===== config.mk =====
export PLATFORM = sky130hd
export DESIGN_NAME = bcd_serial_addsub
export DESIGN_NICKNAME = d
export VERILOG_FILES = /design/src/rtl/bcd_serial_addsub.sv
export SDC_FILE = /design/constraint.sdc
export NUM_CORES = 1
export LEC_CHECK = 0
export ABC_AREA = 1
export CAP_MARGIN = 10
export CELL_PAD_IN_SITES_DETAIL_PLACEMENT = 1
export CELL_PAD_IN_SITES_GLOBAL_PLACEMENT = 2
export CORE_ASPECT_RATIO = 2
export CORE_MARGIN = 1.5
export CORE_UTILIZATION = 28
export CTS_CLUSTER_SIZE = 14
export DETAILED_ROUTE_END_ITERATION = 10
export PLACE_DENSITY_LB_ADDON = 0.2
export SYNTH_ARGS = -nofsm -noshare
export SYNTH_HDL_FRONTEND = slang
export SYNTH_SLANG_ARGS = --single-unit

===== constraint.sdc =====
create_clock -name clk -period 3.6 [get_ports clk]
set_clock_uncertainty 0.05 [all_clocks]
set_input_delay 0.72 -clock clk [delete_from_list [all_inputs] [get_ports clk]]
set_output_delay 0.72 -clock clk [all_outputs]
set_load 0.005 [all_outputs]

===== src/rtl/bcd_serial_addsub.sv =====
`default_nettype none
// +----------------------------------------------------------------------------+
// | Module  : bcd_serial_addsub                                                |
// | Brief   : digit-serial packed-BCD add/subtract, sign+magnitude result.     |
// | Revision: 1.0                                                              |
// +----------------------------------------------------------------------------+
module bcd_serial_addsub #(
    parameter int DIGITS = 4
) (
    input  logic                  clk,
    input  logic                  rst,
    input  logic                  start,
    input  logic                  sub,
    input  logic [4*DIGITS-1:0]   a,
    input  logic [4*DIGITS-1:0]   b,
    output logic                  busy,
    output logic                  done,
    output logic [4*DIGITS-1:0]   o,
    output logic                  cout,
    output logic                  neg,
    output logic                  err
);

    localparam int IW = (DIGITS > 1) ? $clog2(DIGITS) : 1;
    localparam logic [IW-1:0] c_last = IW'(DIGITS - 1);

    typedef enum logic [2:0] {
        S_IDLE = 3'd0,
        S_CHK  = 3'd1,
        S_RUN  = 3'd2,
        S_COMP = 3'd3,
        S_DONE = 3'd4
    } state_t;

    state_t r_state, w_next;

    logic [4*DIGITS-1:0] r_a, r_b, r_o;
    logic [IW-1:0]       r_idx;
    logic                r_carry, r_sub, r_cout, r_neg, r_err;

    function automatic logic has_bad_digit(input logic [4*DIGITS-1:0] v);
        logic bad;
        bad = 1'b0;
        for (int i = 0; i < DIGITS; i++)
            if (v[4*i +: 4] > 4'd9) bad = 1'b1;
        return bad;
    endfunction

    logic w_accept, w_in_bad, w_op_bad, w_is_last;
    assign w_accept  = start && (r_state == S_IDLE || r_state == S_DONE);
    assign w_in_bad  = has_bad_digit(a) | has_bad_digit(b);
    assign w_op_bad  = has_bad_digit(r_a) | has_bad_digit(r_b);
    assign w_is_last = (r_idx == c_last);

    // Single digit slice; COMP reuses it as 0 + (9 - r_i) + carry.
    logic [3:0] w_x, w_y_raw, w_y, w_digit;
    logic [4:0] w_s;
    logic       w_c;
    assign w_x     = (r_state == S_COMP) ? 4'd0 : r_a[3:0];
    assign w_y_raw = (r_state == S_COMP) ? r_o[3:0] : r_b[3:0];
    assign w_y     = (r_state == S_COMP || r_sub) ? (4'd9 - w_y_raw) : w_y_raw;
    assign w_s     = {1'b0, w_x} + {1'b0, w_y} + {4'd0, r_carry};
    assign w_c     = w_s[4] | (w_s[3:0] > 4'd9);
    assign w_digit = w_c ? (w_s[3:0] + 4'd6) : w_s[3:0];

    logic [4*DIGITS+3:0] w_cat;
    assign w_cat = {w_digit, r_o};

    always_ff @(posedge clk) begin
        if (rst) r_state <= S_IDLE;
        else     r_state <= w_next;
    end

    always_comb begin
        w_next = r_state;
        case (r_state)
            S_IDLE: if (w_accept) w_next = w_in_bad ? S_DONE : S_CHK;
            S_CHK:  w_next = w_op_bad ? S_DONE : S_RUN;
            S_RUN:  if (w_is_last) w_next = (r_sub && !w_c) ? S_COMP : S_DONE;
            S_COMP: if (w_is_last) w_next = S_DONE;
            S_DONE: w_next = w_accept ? (w_in_bad ? S_DONE : S_CHK) : S_IDLE;
            default: w_next = S_IDLE;
        endcase
    end

    always_ff @(posedge clk) begin
        if (rst) begin
            r_a     <= '0;
            r_b     <= '0;
            r_o     <= '0;
            r_idx   <= '0;
            r_carry <= 1'b0;
            r_sub   <= 1'b0;
            r_cout  <= 1'b0;
            r_neg   <= 1'b0;
            r_err   <= 1'b0;
        end else if (w_accept) begin
            // Malformed operands are flagged here so err reports one cycle after accept.
            r_a     <= a;
            r_b     <= b;
            r_sub   <= sub;
            r_o     <= '0;
            r_cout  <= 1'b0;
            r_neg   <= 1'b0;
            r_err   <= w_in_bad;
            r_idx   <= '0;
            r_carry <= sub;
        end else begin
            case (r_state)
                S_CHK: if (w_op_bad) r_err <= 1'b1;
                S_RUN: begin
                    r_o     <= w_cat[4*DIGITS+3:4];
                    r_a     <= r_a >> 4;
                    r_b     <= r_b >> 4;
                    r_carry <= w_c;
                    r_idx   <= r_idx + IW'(1);
                    if (w_is_last) begin
                        r_cout  <= w_c;
                        r_idx   <= '0;
                        r_carry <= 1'b1;
                    end
                end
                S_COMP: begin
                    r_o     <= w_cat[4*DIGITS+3:4];
                    r_carry <= w_c;
                    r_idx   <= r_idx + IW'(1);
                    if (w_is_last) r_neg <= 1'b1;
                end
                default: ;
            endcase
        end
    end

    assign busy = (r_state == S_RUN) || (r_state == S_COMP);
    assign done = (r_state == S_DONE);
    assign o    = r_o;
    assign cout = r_cout;
    assign neg  = r_neg;
    assign err  = r_err;

endmodule
`default_nettype wire


==> results of run 1 <==
[kinds of logic after synthesis]
family	after synthesis	share of synthesized area
adder cells (fa/ha/maj)	8	0.03969
buffers and inverters	50	0.07851
AND/OR/NAND/NOR	188	0.2675
multiplexers	1	0.003451
XOR/XNOR	4	0.01208
AO/OA/AOI/OAI	108	0.1985
flip-flops	58	0.4003
[power by group]
group          total, W  switching, W  internal, W
clock network  0.000854      0.000307     0.000547
registers      0.000690     0.0000203     0.000670
logic          0.000234      0.000132     0.000102
[cell type report]
cell class                      count  area, µm²
Timing Repair Buffer               61      598.1
Inverter                           32      125.1
Clock buffer                       10      239.0
Sequential cell                    58       1161
Clock inverter                      5      55.05
Fill cell                        1271       6222
Multi-Input combinational cell    309       1515
Tap cell                          135      168.9
[metrics by stage]
| stage | hold WS [ns] | utilization | cell area, µm² | power (W) | setup WS (ns) |
|---|---|---|---|---|---|
| 2_1_floorplan | 0.3901 | - | 2900 | 0.0008464 | 0.6440 |
| 3_3_place_gp | 0.4025 | 0.3535 | 3565 | 0.0009381 | 0.4987 |
| 3_5_place_dp | 0.4058 | 0.3535 | 3565 | 0.0009420 | 0.3793 |
| 4_1_cts | 0.4144 | 0.3826 | 3859 | 0.001803 | 0.3523 |
| 5_1_grt | 0.4334 | 0.3830 | 3862 | 0.001866 | 0.03983 |
| 6_report | 0.4153 | 0.3830 | 3862 | 0.001778 | 0.4539 |
[final timing paths]
check	startpoint	endpoint	slack (ns)
min reg2reg	r_a[3]	r_a[3]	0.42
max reg2reg	r_state[1]	r_state[2]	0.45
max	r_state[1]	r_state[2]	0.45
min	r_a[3]	r_a[3]	0.42
[layout by cell type (no fill, tap or decap), types with 6 or more instances in the layout]
master           synthesis  layout
nand2_1                112     112
dfxtp_1                 58      58
inv_1                   26      26
clkdlybuf4s50_1          0      56
nor2_1                  47      47
nand3_1                 12      12
o21ai_1                 18      17
o21ai_0                 25      25
ha_1                     6       6
clkbuf_16                0       9
a21oi_1                 51      51
[sequential cells by signal, summed over array words and instances (netlist names), 2 cells and up]
register	flops
o	16
r_idx	2
r_b	16
r_a	16
r_state	3
[critical path: cells and delay by family (launching register included)]
kind                       cells  cell delay, ns
AOI/OAI and AO/OA              3            0.52
adders and majority gates      2            0.65
DFF                            1            0.43
buffers and inverters          3            0.26
and+or+nand+nor                9            1.12
[per-layer routing]
layer,track usage,vias up,wire (µm),part of all wire
met5,0,-,0,0
met4,0.07545,0,266,0.028
met3,0.04252,14,296,0.031
met2,0.3509,62,5334,0.57
met1,0.1974,1373,3526,0.37
li1,-,1474,-,-
[what timing repair did]
| action | 4_1_cts | 5_1_grt |
|---|---|---|
| hold buffers | 0 | 0 |
| endpoints found under the setup margin | 0 | 1 |
| resized for setup | 0 | 1 |
==> out/results.tsv, run 1 <==
metric	value	unit
status	finished clean	
Pleak	1.490	nW
Slew HR	0.5501	
Startpoint Class	register	
Worst path max stage delay	0.43	ns
worst setup path class	reg -> reg	
DRC	0	
GR Util All Layers	0.1903	
Worst Path Arrival	3.32	ns
CP Max Fanout	9	
drt total wl	9423	µm
clock sinks	58	
Syn-to-layout area delta	33.17	%
Crit-path slowest cell	dfxtp_1	
Slew Viols, Final	0	
Root Buffer	clkbuf_16	
first-pass GRT wire length	15360	µm
VDD IR-drop max	0.2152	mV
placed cells	595	
Synth area leader	dfxtp_1	
power density cells	460.2	nW/µm²
fin cells	610	
final hold viol count	0	
Final period util	0.8739	
# Max-Cap Violations	0	
Initial Util	0.2876	
CTS buffer count	9	
register clock-pin slew on the reported worst setup and hold paths	0.05	ns
Iter 0 DRT Violations	59	
Final #Nets	515	
Seq cells post-synth	58	
die height	146.9	µm
worst path cell trace	inv_2, nor3_4, inv_4, o21ai_0, ha_1, nand2_1, o21ai_0, ha_1, nand3_1, nand3_1, nand2_1, nand3_1, nand2_1, o21ai_0, inv_1, nor2_1, nor2_1	
vias in the first global route	3018	
post-detailed-route count of antenna-violating nets	0	
final setup vio count	0	
Hold Crit Class	reg -> reg	
worst-margin pin slew	0.6728	ns
Post-synth ARST share	0	
CTS H-tree lvls	3	
syn_nets	461	
Mapped Area	2900	µm²
Placer Congestion	0.8376	
core area	10080	µm²
Peak Freq	317.9	MHz
die width	74.97	µm
Clock Latency Late Sink	0.33	ns
area share of the largest cell type after synthesis	0.4003	
Synth top cells by count	112 x nand2_1, 58 x dfxtp_1, 51 x a21oi_1	
Top Ports	57	
post-synth cell types	36	
R2R cell count	17	
WL per Instance	15.45	µm
initial antenna violation count	0	
ys flop type	dfxtp_1	
DR vias/cell	4.792	
Crit path required time	3.77	ns
largest net degree at the start of global routing	45	
most frequent cell after synthesis	nand2_1	
Area contributors post-synth	dfxtp_1 40%, nand2_1 14%, a21oi_1 8.8%, nor2_1 6.1%, o21ai_0 4.3%	
RSZ-0062 raised after global routing	false	
Setup crit end kind	register	
Antenna diodes	0	
Period minus WS final	3.146	ns
die area	11010	µm²
average cell area after synthesis	6.955	µm²
CTS tree	yes	
Overflow after GRT	0	
post-CTS setup buffer count	0	
fraction of layout cells with a size suffix above 1	0.07579	
clk buf depth	2	
drt pass-1 iters	4	
Setup TNS	0	ns
hold depth	2	
sequential element share of the synthesized area	0.4003	
gate count of the mapped netlist	417	
DR vias	2923	
row cnt	52	
yosys warns	0	
number of flops mapped to enable cells by yosys	0	
HPWL after DPL	7309	µm
PortBufs	56	
No activity file was read; power rests on OpenSTA's default activity.
==> run 2: changes to the inputs <==
--- a/config.mk
+++ b/config.mk
@@ -6,7 +6,6 @@
 export NUM_CORES = 1
 export LEC_CHECK = 0
 export ABC_AREA = 1
-export CAP_MARGIN = 10
 export CELL_PAD_IN_SITES_DETAIL_PLACEMENT = 1
 export CELL_PAD_IN_SITES_GLOBAL_PLACEMENT = 2
 export CORE_ASPECT_RATIO = 2
@@ -15,6 +14,8 @@
 export CTS_CLUSTER_SIZE = 14
 export DETAILED_ROUTE_END_ITERATION = 10
 export PLACE_DENSITY_LB_ADDON = 0.2
+export SETUP_SLACK_MARGIN = 0.3
 export SYNTH_ARGS = -nofsm -noshare
 export SYNTH_HDL_FRONTEND = slang
 export SYNTH_SLANG_ARGS = --single-unit
+export TNS_END_PERCENT = 50
==> out/results.tsv, run 2 (synthesized netlist as in run 1, its figures left out) <==
metric	value	unit
critical path launch point	r_state[2]	
worst setup path class	reg -> reg	
Slew HR	0.5521	
Peak Freq	335.4	MHz
Setup crit end kind	register	
HPWL after DPL	7309	µm
Hold Crit Class	reg -> reg	
Overflow after GRT	0	
vias in the first global route	3018	
Reg2Reg Launch Point	r_state[2]	
hold_ws	0.4153	ns
clk buf depth	2	
Total Power	0.001782	W
min-delay src	r_a[3]	
most common cell after layout, fill and taps aside	nand2_1	
clock sinks	58	
drt pass-1 iters	4	
Top Ports	57	
register clock-pin slew on the reported worst setup and hold paths	0.05	ns
Period minus WS final	2.982	ns
placed cells	595	
DR vias	2913	
Antenna diodes	0	
GR Util All Layers	0.1903	
CTS tree	yes	
RSZ-0062 raised after global routing	false	
Slew Viols, Final	0	
WL per Instance	15.41	µm
power density cells	457.6	nW/µm²
final hold viol count	0	
initial antenna violation count	0	
status	finished clean	
Worst Path Arrival	3.16	ns
core area	10080	µm²
drt total wl	9433	µm
VDD IR-drop max	0.2150	mV
largest net degree at the start of global routing	45	
post-detailed-route count of antenna-violating nets	0	
Startpoint Class	register	
Crit path required time	3.78	ns
Final #Nets	517	
die height	146.9	µm
first-pass GRT wire length	15360	µm
commonest cells after routing, fill and taps aside	111 x nand2_1, 56 x dfxtp_1, 56 x clkdlybuf4s50_1, 50 x a21oi_1, 47 x nor2_1	
Clock Latency Late Sink	0.34	ns
Pleak	1.504	nW
Placer Congestion	0.8376	
DR vias/cell	4.760	
Root Buffer	clkbuf_16	
CP Max Fanout	9	
Final period util	0.8283	
CTS H-tree lvls	3	
fin cells	612	
# Max-Cap Violations	0	
die area	11010	µm²
Initial Util	0.2876	
Iter 0 DRT Violations	49	
Setup TNS	0	ns
CTS buffer count	9	
Syn-to-layout area delta	34.25	%
worst-margin pin slew	0.6697	ns
final setup vio count	0	
cts-stage hold buffer count	0	
DRC	0	
row cnt	52	
PortBufs	56	
fraction of layout cells with a size suffix above 1	0.09015	
die width	74.97	µm
## run 2: cell count changes in the layout (fill, tap and decap cells not counted), sizes merged
cell  delta
buf      +2
## run 2: final cells by class
| cell class | count | area (µm²) |
|---|---|---|
| fillers | 1270 | 6191 |
| well taps | 135 | 168.9 |
| clock buffers | 10 | 239.0 |
| clock inverters | 5 | 55.05 |
| repair buffers | 63 | 613.1 |
| inverters | 32 | 125.1 |
| flip-flops and latches | 58 | 1164 |
| multi-input cells | 309 | 1529 |
## run 2: worst max-delay path, cell delays in order (launching register included)
cell	delay (ns)
dfxtp_1	0.38
nor3_4	0.34
inv_4	0.11
nand2_1	0.13
o21ai_4	0.08
ha_1	0.28
nand2_1	0.06
o21ai_0	0.08
ha_1	0.37
or2_0	0.25
and2_1	0.16
ha_1	0.20
xor2_1	0.16
nand2_1	0.05
nand3_1	0.06
nand2_1	0.07
inv_1	0.03
## run 2: worst paths after layout
kind	endpoint	slack, ns	cells past startpoint
max	o[15]	0.62	16
min	r_a[3]	0.42	2
max reg2reg	o[15]	0.62	16
min reg2reg	r_a[3]	0.42	2
## run 2: timing repair
item / 4_1_cts / 5_1_grt
resized for setup: 0 / 9
setup buffers: 0 / 2
endpoints found under the setup margin: 0 / 8
## run 2: metal layers
metal / vias to the layer above / part of all wire / GRT usage
met5: - / 0 / 0
met1: 1361 / 0.37 / 0.1974
met3: 12 / 0.032 / 0.04252
met4: 0 / 0.027 / 0.07545
met2: 63 / 0.57 / 0.3509
li1: 1477 / - / -
## run 2: power breakdown
part / switching, W / total, W / internal [W]
logic: 0.000133 / 0.000236 / 0.000103
registers: 0.0000203 / 0.000690 / 0.000670
clock network: 0.000308 / 0.000855 / 0.000547
## run 2: metrics by stage
stage | setup slack [ns] | utilization | instance area (µm²)
2_1_floorplan | 0.6440 | - | 2900
3_3_place_gp | 0.4987 | 0.3535 | 3565
3_5_place_dp | 0.3793 | 0.3535 | 3565
4_1_cts | 0.3523 | 0.3826 | 3859
5_1_grt | 0.3341 | 0.3861 | 3894
6_report | 0.6182 | 0.3861 | 3894
==> run 3: changes to the inputs <==
==> constraint.sdc (replaced) <==
create_clock -name clk -period 3.1 [get_ports clk]
set_clock_uncertainty 0.05 [all_clocks]
set_input_delay 0.62 -clock clk [delete_from_list [all_inputs] [get_ports clk]]
set_output_delay 0.62 -clock clk [all_outputs]
set_load 0.005 [all_outputs]
==> out/results.tsv, run 3 (synthesized netlist as in run 1, its figures left out) <==
metric	value	unit
drt pass-1 iters	4	
register clock-pin slew on the reported worst setup and hold paths	0.05	ns
Flop pwr share	0.385	
WL per Instance	15.81	µm
Antenna diodes	0	
Psw	0.0005386	W
Initial Util	0.2876	
CP Max Fanout	3	
CTS tree	yes	
Crit-path slowest cell	fa_2	
die width	74.97	µm
core area	10080	µm²
CP delay by family, top	simple AND/OR/NAND/NOR gates	
worst-margin pin slew	0.4439	ns
CTS H-tree lvls	3	
VDD IR-drop max	0.3333	mV
# Max-Cap Violations	0	
most common cell after layout, fill and taps aside	nand2_1	
switch share	0.2590	
Placer Congestion	0.8930	
Slew Viols, Final	0	
Worst Path Arrival	2.94	ns
Final period util	0.8944	
Final #Nets	524	
worst setup path class	reg -> reg	
Setup crit end kind	register	
Worst path max stage delay	0.39	ns
first-pass GRT wire length	15380	µm
DR vias/cell	4.790	
share of total power in the clock network	0.461	
Startpoint Class	register	
status	finished clean	
PortBufs	56	
die area	11010	µm²
Hold Crit Class	reg -> reg	
Slew HR	0.7041	
Iter 0 DRT Violations	95	
Worst R2R Setup Slack	0.33	ns
setup ws final	0.3275	ns
DR vias	2965	
Internal	0.001541	W
clock sinks	58	
Pleak	1.562	nW
HPWL after DPL	7480	µm
Period minus WS final	2.773	ns
Comb pwr share	0.154	
Root Buffer	clkbuf_16	
Setup TNS	0	ns
Syn-to-layout area delta	39.17	%
fraction of layout cells with a size suffix above 1	0.1343	
fin util	0.4002	
Place WS	0.05546	ns
power density cells	515.2	nW/µm²
worst path cell trace	inv_4, nor3_4, buf_6, mux2i_4, fa_2, inv_2, fa_2, or2_4, and2_4, ha_4, xor2_2, nand2_1, nand3_1, nand2_1, inv_1	
Peak Freq	360.7	MHz
vias in the first global route	3100	
die height	146.9	µm
GR Util All Layers	0.1917	
final setup vio count	0	
initial antenna violation count	0	
Overflow after GRT	0	
RSZ-0062 raised after global routing	true	
# fillers	1273	
drt total wl	9787	µm
DRC	0	
placed cells	596	
post-detailed-route count of antenna-violating nets	0	
final hold viol count	0	
largest net degree at the start of global routing	45	
Clock Latency Late Sink	0.33	ns
Crit path required time	3.27	ns
cts-stage hold buffer count	0	
WP buf/inv	4	
Top Ports	57	
commonest cells after routing, fill and taps aside	109 x nand2_1, 56 x clkdlybuf4s50_1, 55 x dfxtp_1, 50 x a21oi_1, 47 x nor2_1	
fin cells	619	
clk buf depth	2	
CTS buffer count	9	
row cnt	52	
run 3: cell types whose count changed in the layout (fill, tap and decap cells not counted), sizes merged:
cell,change
clkinvlp,-2
bufinv,-1
clkbuf,+3
buf,+7
run 3: tightest hold or removal path, cell delays in order, from the launching register on:
cell,delay [ns]
dfxtp_1,0.30
nand2_1,0.06
a21oi_1,0.05
run 3: path summary, 6_finish.rpt:
| path | end | cells past startpoint | start |
|---|---|---|---|
| worst max-delay path | o[15] | 15 | r_state[0] |
| worst min register to register | r_a[3] | 2 | r_a[3] |
| worst min-delay path | r_a[3] | 2 | r_a[3] |
| worst max register to register | o[15] | 15 | r_state[0] |
run 3: power by group through the flow:
| stage | clock (W) | combinational (W) | sequential [W] |
|---|---|---|---|
| CTS | 0.000987 | 0.000297 | 0.000801 |
| floorplan | 0 | 0.000175 | 0.000809 |
| finish | 0.000959 | 0.000319 | 0.000801 |
| global route | 0.00102 | 0.000356 | 0.000804 |
| detailed placement | 0 | 0.000283 | 0.000817 |
| global placement | 0 | 0.000278 | 0.000816 |
run 3: per-stage QoR:
stage	hold WS [ns]	instance area, µm²	total power (W)
final	0.4125	4036	0.002079
after global routing	0.4309	4036	0.002180
after CTS	0.4152	3965	0.002086
after detailed placement	0.4079	3588	0.001100
after global placement	0.4000	3588	0.001094
after floorplan	0.3901	2917	0.0009843
run 3: layer usage:
layer / global-route usage / up-vias / routed length [µm]
li1: - / 1484 / -
met1: 0.1847 / 1396 / 3491
met2: 0.3593 / 64 / 5651
met3: 0.03978 / 21 / 266
met4: 0.09818 / 0 / 377
met5: 0 / - / 0
run 3: area by class of cell:
cell class	count	area, µm²	share of cell area
clock buffer	13	280.3	0.06944
clock inverter	2	10.01	0.002480
multi-input combinational	309	1613	0.3996
tap	135	168.9	0.04185
sequential	58	1167	0.2892
inverter	32	127.6	0.03162
timing repair buffer	70	669.4	0.1658
run 3: timing repair:
action	4_1_cts	5_1_grt
gates resized for setup	17	12
endpoints found under the setup margin	8	8
setup buffers	5	3
pin swaps	7	9
